### src/rtl/zjh_scan_display.sv
// zjh_scan_display: multiplexed common-cathode seven-segment scan driver with a per-digit value file.
// Optional macro ZJH_BLANK_EN adds one dark anti-ghosting cycle at the end of every digit's dwell.
module zjh_scan_display #(
  parameter int  DIGITS   = 4,
  parameter int  PRESCALE = 1,
  localparam int AW       = $clog2(DIGITS)
) (
  input  logic              Clock,
  input  logic              Aclr,
  input  logic              En,
  input  logic              Load,
  input  logic [AW-1:0]     Addr,
  input  logic [3:0]        Data,
  output logic [DIGITS-1:0] Y,
  output logic              a,
  output logic              b,
  output logic              c,
  output logic              d,
  output logic              e,
  output logic              f,
  output logic              g,
  output logic [AW-1:0]     Idx,
  output logic              Frame
);

  localparam int              PW       = (PRESCALE > 1) ? $clog2(PRESCALE) : 1;
  localparam logic [PW-1:0]   PC_LAST  = PW'(PRESCALE - 1);
  localparam logic [AW-1:0]   IDX_LAST = AW'(DIGITS - 1);
  localparam logic [AW:0]     DIGITS_W = DIGITS[AW:0];
  localparam logic [DIGITS-1:0] DIGIT0 = {{(DIGITS-1){1'b0}}, 1'b1};

  if ((DIGITS < 2) || (DIGITS > 8)) begin : g_bad_digits
    $error("zjh_scan_display: DIGITS must be 2..8");
  end
  if ((PRESCALE < 1) || (PRESCALE > 65535)) begin : g_bad_prescale
    $error("zjh_scan_display: PRESCALE must be 1..65535");
  end
`ifdef ZJH_BLANK_EN
  if (PRESCALE < 2) begin : g_bad_blank
    $error("zjh_scan_display: ZJH_BLANK_EN needs PRESCALE >= 2");
  end
`endif

  // Segment pattern ordered {a,b,c,d,e,f,g}
  function automatic logic [6:0] hexdecode(input logic [3:0] v);
    logic [6:0] s;
    case (v)
      4'h0:    s = 7'b1111110;
      4'h1:    s = 7'b0110000;
      4'h2:    s = 7'b1101101;
      4'h3:    s = 7'b1111001;
      4'h4:    s = 7'b0110011;
      4'h5:    s = 7'b1011011;
      4'h6:    s = 7'b1011111;
      4'h7:    s = 7'b1110000;
      4'h8:    s = 7'b1111111;
      4'h9:    s = 7'b1111011;
      4'hA:    s = 7'b1110111;
      4'hB:    s = 7'b0011111;
      4'hC:    s = 7'b1001110;
      4'hD:    s = 7'b0111101;
      4'hE:    s = 7'b1001111;
      4'hF:    s = 7'b1000111;
      default: s = 7'b0000000;
    endcase
    return s;
  endfunction

  logic [PW-1:0]     pc_q, pc_d;
  logic [AW-1:0]     idx_q, idx_d;
  logic [3:0]        val_q [DIGITS];
  logic [DIGITS-1:0] y_q, y_d;
  logic [6:0]        seg_q, seg_d;
  logic [AW-1:0]     idx_out_q, idx_out_d;
  logic              frame_q, frame_d;

  logic pc_last_s;
  logic idx_last_s;
  logic blank_s;
  logic wr_ok_s;
  logic [3:0] shown_s;

  assign pc_last_s  = (pc_q == PC_LAST);
  assign idx_last_s = (idx_q == IDX_LAST);
  assign wr_ok_s    = Load & ({1'b0, Addr} < DIGITS_W);
  assign shown_s    = val_q[idx_q];

`ifdef ZJH_BLANK_EN
  assign blank_s = pc_last_s;
`else
  assign blank_s = 1'b0;
`endif

  // Dwell counter and digit index advance; both freeze while En is low
  always_comb begin
    pc_d  = pc_q;
    idx_d = idx_q;
    if (En) begin
      if (pc_last_s) begin
        pc_d  = '0;
        idx_d = idx_last_s ? '0 : idx_q + 1'b1;
      end else begin
        pc_d  = pc_q + 1'b1;
        idx_d = idx_q;
      end
    end else begin
      pc_d  = pc_q;
      idx_d = idx_q;
    end
  end

  // Output function evaluated on pre-edge state, registered below
  always_comb begin
    y_d       = '1;
    seg_d     = 7'b0000000;
    idx_out_d = idx_out_q;
    frame_d   = 1'b0;
    if (En) begin
      idx_out_d = idx_q;
      frame_d   = pc_last_s & idx_last_s;
      if (!blank_s) begin
        y_d   = ~(DIGIT0 << idx_q);
        seg_d = hexdecode(shown_s);
      end else begin
        y_d   = '1;
        seg_d = 7'b0000000;
      end
    end else begin
      y_d       = '1;
      seg_d     = 7'b0000000;
      idx_out_d = idx_out_q;
      frame_d   = 1'b0;
    end
  end

  // Scan position registers
  always_ff @(posedge Clock or negedge Aclr) begin
    if (!Aclr) begin
      pc_q  <= '0;
      idx_q <= '0;
    end else begin
      pc_q  <= pc_d;
      idx_q <= idx_d;
    end
  end

  // Digit value file; out-of-range addresses are dropped by wr_ok_s
  always_ff @(posedge Clock or negedge Aclr) begin
    if (!Aclr) begin
      for (int i = 0; i < DIGITS; i++) begin
        val_q[i] <= 4'h0;
      end
    end else if (wr_ok_s) begin
      val_q[Addr] <= Data;
    end
  end

  // Registered display outputs
  always_ff @(posedge Clock or negedge Aclr) begin
    if (!Aclr) begin
      y_q       <= '1;
      seg_q     <= 7'b0000000;
      idx_out_q <= '0;
      frame_q   <= 1'b0;
    end else begin
      y_q       <= y_d;
      seg_q     <= seg_d;
      idx_out_q <= idx_out_d;
      frame_q   <= frame_d;
    end
  end

  assign Y                   = y_q;
  assign {a, b, c, d, e, f, g} = seg_q;
  assign Idx                 = idx_out_q;
  assign Frame               = frame_q;

endmodule

### config.mk
export PLATFORM = sky130hd
export DESIGN_NAME = zjh_scan_display
export DESIGN_NICKNAME = d
export VERILOG_FILES = /design/src/rtl/zjh_scan_display.sv
export SDC_FILE = /design/constraint.sdc
export NUM_CORES = 1
export LEC_CHECK = 0
export ABC_AREA = 1
export CAP_MARGIN = 20
export CELL_PAD_IN_SITES_DETAIL_PLACEMENT = 1
export CELL_PAD_IN_SITES_GLOBAL_PLACEMENT = 1
export CORE_UTILIZATION = 40
export CTS_CLUSTER_SIZE = 40
export DETAILED_ROUTE_END_ITERATION = 16
export PLACE_DENSITY_LB_ADDON = 0.1
export SYNTH_ARGS = -nofsm -noshare
export SYNTH_HDL_FRONTEND = slang
export SYNTH_SLANG_ARGS = --single-unit
### constraint.sdc
create_clock -name Clock -period 1.8 [get_ports Clock]
set_clock_uncertainty 0.1 [all_clocks]
set_input_delay 0.27 -clock Clock [delete_from_list [all_inputs] [get_ports Clock]]
set_output_delay 0.27 -clock Clock [all_outputs]
set_load 0.01 [all_outputs]
Word level (Yosys, flattened, before mapping)
Memory sizes are Yosys's and may differ from the RTL's.
Cells that the tools add are included.
Storage, ports and cells
  bits in registers: 33
  bits in read-only memories: 112
  input bits: 10
  output and inout port bits: 14
  memories kept: 1
Cells by class
  add/sub/neg operators: 2
  order comparisons: 3
  equality and inequality tests: 1
  shift-type cells: 1
  muxes and demuxes: 11
  bitwise operators: 5
  reduce and logical (&&, ||, !) cells: 2
Memory list
  (name not given): words 16, bits a word 7, rd ports 1, clocked after memory_dff 0, wr ports 0, RTL line 47  | case (v)
Operators with widths (number)
  $bwmux 16: 1
  $mux 4: 4
  $bmux 4 s2: 1
  $demux 4 s2: 1
  $mux 7: 1
  $ge 3x3->1 const B: 2
  $not 2->3: 2
  $not 4->4: 1
  $shl 1x2->4 const A: 1
  $lt 3x1->1 const B: 1
  $add 2x1->2 const B: 1
  $eq 2x2->1 const B: 1
  $mux 1: 2
  $mux 2: 1
  $reduce_and 2->1: 1
  $add 1x1->1 const B: 1
  $and 1x1->1: 1
  $logic_and 1x1->1: 1
  $not 1->1: 1

Depth between registers and ports, before layout
  depth in word-level cells: 6
  depth in mapped cells: 11

Least setup slack after synthesis
Ideal clock, no wire load.
  path kind: register to register
  start: register idx_q[1]
  end: register seg_q[3]
  setup time: 0.071 ns
  arrival: 1.454 ns
  path slack: 0.175 ns
  stages on the path, launching flop included: 11
  path through: dfrtp_1 > inv_2 > nand3_1 > nand2_1 > inv_1 > ha_1 > inv_1 > nand2_2 > nand3_1 > nand2_1 > nor2_1
Between the ends
  longest elaborated chain between the ends: 6
RTL lines
  start, declared: RTL line 70  | logic [AW-1:0] idx_q, idx_d;
  start signal, assigned: RTL line 143  | idx_q <= idx_d;
  $not 2->3 (implied by the code): RTL line 86  | assign shown_s = val_q[idx_q];
  $bmux 4 s2: RTL line 86
  $mux 4 (implied by the code) (2 in series): RTL line 86
  $mem_v2 16x7
  $mux 7: RTL line 118  | if (En) begin
  via seg_d[3]: RTL line 73  | logic [6:0] seg_q, seg_d;
  end signal, assigned: RTL line 167  | seg_q <= seg_d;
  end, declared: RTL line 73
The timed path passes the listed nets, and every way through them passes these cells. The select of a mux whose other input is x is not followed.
A chain may end at the register's enable or synchronous reset.

Worst setup path after layout
  start: register y_q[3], in the netlist Y[3]
  end: output port Y[3]
RTL lines
  start, declared: RTL line 72  | logic [DIGITS-1:0] y_q, y_d;
  start signal, assigned: RTL line 166  | y_q <= y_d;
  end, declared: RTL line 14  | output logic [DIGITS-1:0] Y,
No word-level cell between the ends.

==> qor.csv <==
stage;metric;value;unit
status;status;finished, final reports clean;
finish;fin_area;2020;sq um
floorplan;coreArea;3740;sq um
pwr;p_seq_frac;0.320;
detailed_routing;antenna_left;0;
setup_path;cp_max_fo;1;
grt;grt_overflow;0;
clock_tree;cts_root_buf;clkbuf_8;
synthesis;synth_most_common_cell;nand2_1;
setup_path;crit_path_start_kind;flop;
clock_tree;clk_latency;0.29;ns
finish;antenna_cells;0;
synthesis;syn-mean-instance-area;8.51;sq um
clock_tree;cts_tree;done;
sta;worst_slew_pin_slew;0.394;ns
hold_path;min_path_type;input pin to async pin;
pwr;p_switching;1.34;mW
clock_tree;cts-buffers-inserted;5;
pwr;p_sw_frac;0.409;
clock_tree;clk_pin_slew;0.07;ns
sta;fmax;590;MHz
grt;grt_pass1_wl;6630;um
grt;antenna_found_initial;0;
floorplan;rows;22;
finish;drive_gt1_frac;0.153;
setup_path;crit_chain;clkdlybuf4s50_1;
detailed_routing;routedWlPerCell;13.1;um
detailed_routing;drc_errors;0;
synthesis;yosys-top-cells-area;dfrtp_1 44%, nand2_1 14%, ha_1 7.9%;
detailed_routing;finalWirelength;3530;um
pwr;clock_power_share;0.177;
setup_path;cpPeakStageDelay;0.52;ns
floorplan;die_w;65.1;um
clock_tree;post_cts_hold_buffer_count;0;
sta;final.min_clock_period;1.70;ns
floorplan;die_h;65.1;um
synthesis;post_synth_most_frequent_cells;59 x nand2_1, 28 x dfrtp_1, 19 x o21ai_0;
clock_tree;cts_max_path_buffers;2;
pwr;p_leak;0.994;nW
finish;syn_to_final_growth;26.8;%
finish;stdcell_count;270;
detailed_routing;viasPerCell;4.91;
clock_tree;cts.sinks;32;
setup_path;cp.required;1.43;ns
setup_path;crit_slowest_cell;dfstp_2;
synthesis;ys_seq_area_frac;0.506;
sta;setup_viol;0;
grt;grt_max_degree;33;
detailed_routing;dr.pass1.iters;4;
sta;slew_viol_final;0;
placed_design;dp_cells;262;
synthesis;yosys.cell_types.count;18;
synthesis;synth_edf_count;0;
synthesis;yosysTopAreaCell;dfrtp_1;
pwr;ir_worst_vdd;0.000592;V
grt;grt_use_total;0.209;
setup_path;crit_buf_inv;1;
placed_design;portBuffers;23;
synthesis;yosysTopAreaCellShare;0.440;
setup_path;cp-end-kind;output pin;
synthesis;syn_area;1590;sq um
flow_run;maxCapViolCount;0;
placed_design;postPlaceCellArea;1910;sq um
pwr;p_per_area;1620;nW/um^2
floorplan;initial_utilization;0.425;
floorplan;dieArea;4230;sq um
synthesis;synthArstFlopShare;1.00;
floorplan;io_pins;24;
sta;rsz0062_at_grt;yes;
setup_path;cp.arrival;1.33;ns
sta;hold_viol_final;0;
clock_tree;cts_setup_buffers;0;
synthesis;yosysWarnings;0;
setup_path;critPathLaunch;Y[3]$_DFF_PN1_;
placed_design;globalplace.congestion;0.825;
pwr;pwr-share-comb;0.503;
pwr;internal_power;1.94;mW
synthesis;synth_flop_cell;dfrtp_1;
synthesis;synth_seq_cells;32;
grt;grt_pass1_vias;1379;
sta;relSlewSlack;0.737;
synthesis;synth_nets;207;
sta;post-route-period-util;0.942;
detailed_routing;drt_iter0_drc;40;
synthesis;syn_inst;187;
placed_design;hpwl;2680;um
clock_tree;htreeDepth;2;
setup_path;cp_top_family;flip-flops;
detailed_routing;via_count;1325;
setup_path;r2r_start;idx_q[0]$_DFFE_PN0P_;
setup_path;critPathKind;flop to output pin;
finish;layout.nets;241;
layout by cell type, fill, tap and decap left out:
cell	count
dfrtp_2	1
inv_2	2
nand3_2	4
mux2_2	1
nand2_4	2
clkbuf_8	6
nand2_2	3
clkdlybuf4s50_1	23
inv_1	15
nor3_1	1
o21ai_0	18
ha_1	9
nand2_1	58
nor2_1	14
a21oi_1	4
nand3_1	16
dfrtp_1	27
a21oi_2	1
inv_4	1
dfstp_2	4
ha_2	1
o21ai_1	2
clkinvlp_4	1
buf_4	7
clkbuf_1	1
kinds of logic (layout without fill, tap and decap cells):
kind of cell    after synthesis  after routing  synth area share
compound gates               25             25            0.0786
mux                           1              1           0.00707
fa+ha+maj                    10             10            0.0786
buf+inv                      21             56            0.0597
flops                        32             32             0.506
simple gates                 98             98             0.270
power by group through the flow:
stage               registers [mW]  logic (mW)  clock network, mW
floorplan                     1.11       0.929                  0
global placement              1.05        1.55                  0
detailed placement            1.06        1.60                  0
CTS                           1.05        1.63              0.594
global route                  1.08        1.89              0.628
finish                        1.05        1.65              0.581
per-layer routing:
metal  GRT usage  routed length (um)  up-vias
li1            -                   -      660
met1       0.245                1530      632
met2       0.365                1820       26
met3      0.0528                 130        7
met4      0.0788                  52        0
met5           0                   0        -
per-stage QoR:
stage	total power [mW]	TNS (ns)	hold slack (ns)	utilization	worst slack (ns)
after floorplan	2.04	0	-0.126	-	0.175
after global placement	2.60	0	0.368	0.509	0.134
after detailed placement	2.66	0	0.377	0.509	0.0201
after CTS	3.27	0	0.286	0.535	0.0216
after global routing	3.59	-0.00161	0.311	0.539	-0.00161
final	3.28	0	0.273	0.539	0.104
state kept, by name (all words and copies together), names as in the netlist:
signal	count
val_q	16
seg_q	7
Y	4
Idx	2
idx_q	2
Frame	1
cell type report:
type,instances,area [sq um]
Timing Repair Buffer,30,283
Fill cell,473,1730
Clock buffer,7,86.3
Clock inverter,1,7.51
Tap cell,48,60.1
Multi-Input combinational cell,134,704
Inverter,18,70.1
Sequential cell,32,807
path summary, 6_finish.rpt:
check                                       end  cells after the start  slack [ns]
max reg2reg                  seg_q[3]$_DFF_PN0_                      9        0.15
max                                        Y[3]                      1        0.10
min reg2reg                val_q[7]$_DFFE_PN0P_                      2        0.39
min in group Clock         val_q[7]$_DFFE_PN0P_                      2        0.39
min                          seg_q[6]$_DFF_PN0_                      2        0.27
max in group asynchronous        Y[1]$_DFF_PN1_                      2        1.01
what timing repair did:
action,CTS,global route
gates resized for setup,3,5
hold endpoints to repair,0,0
setup endpoints to repair,4,6
No activity file was read; power rests on OpenSTA's default activity.
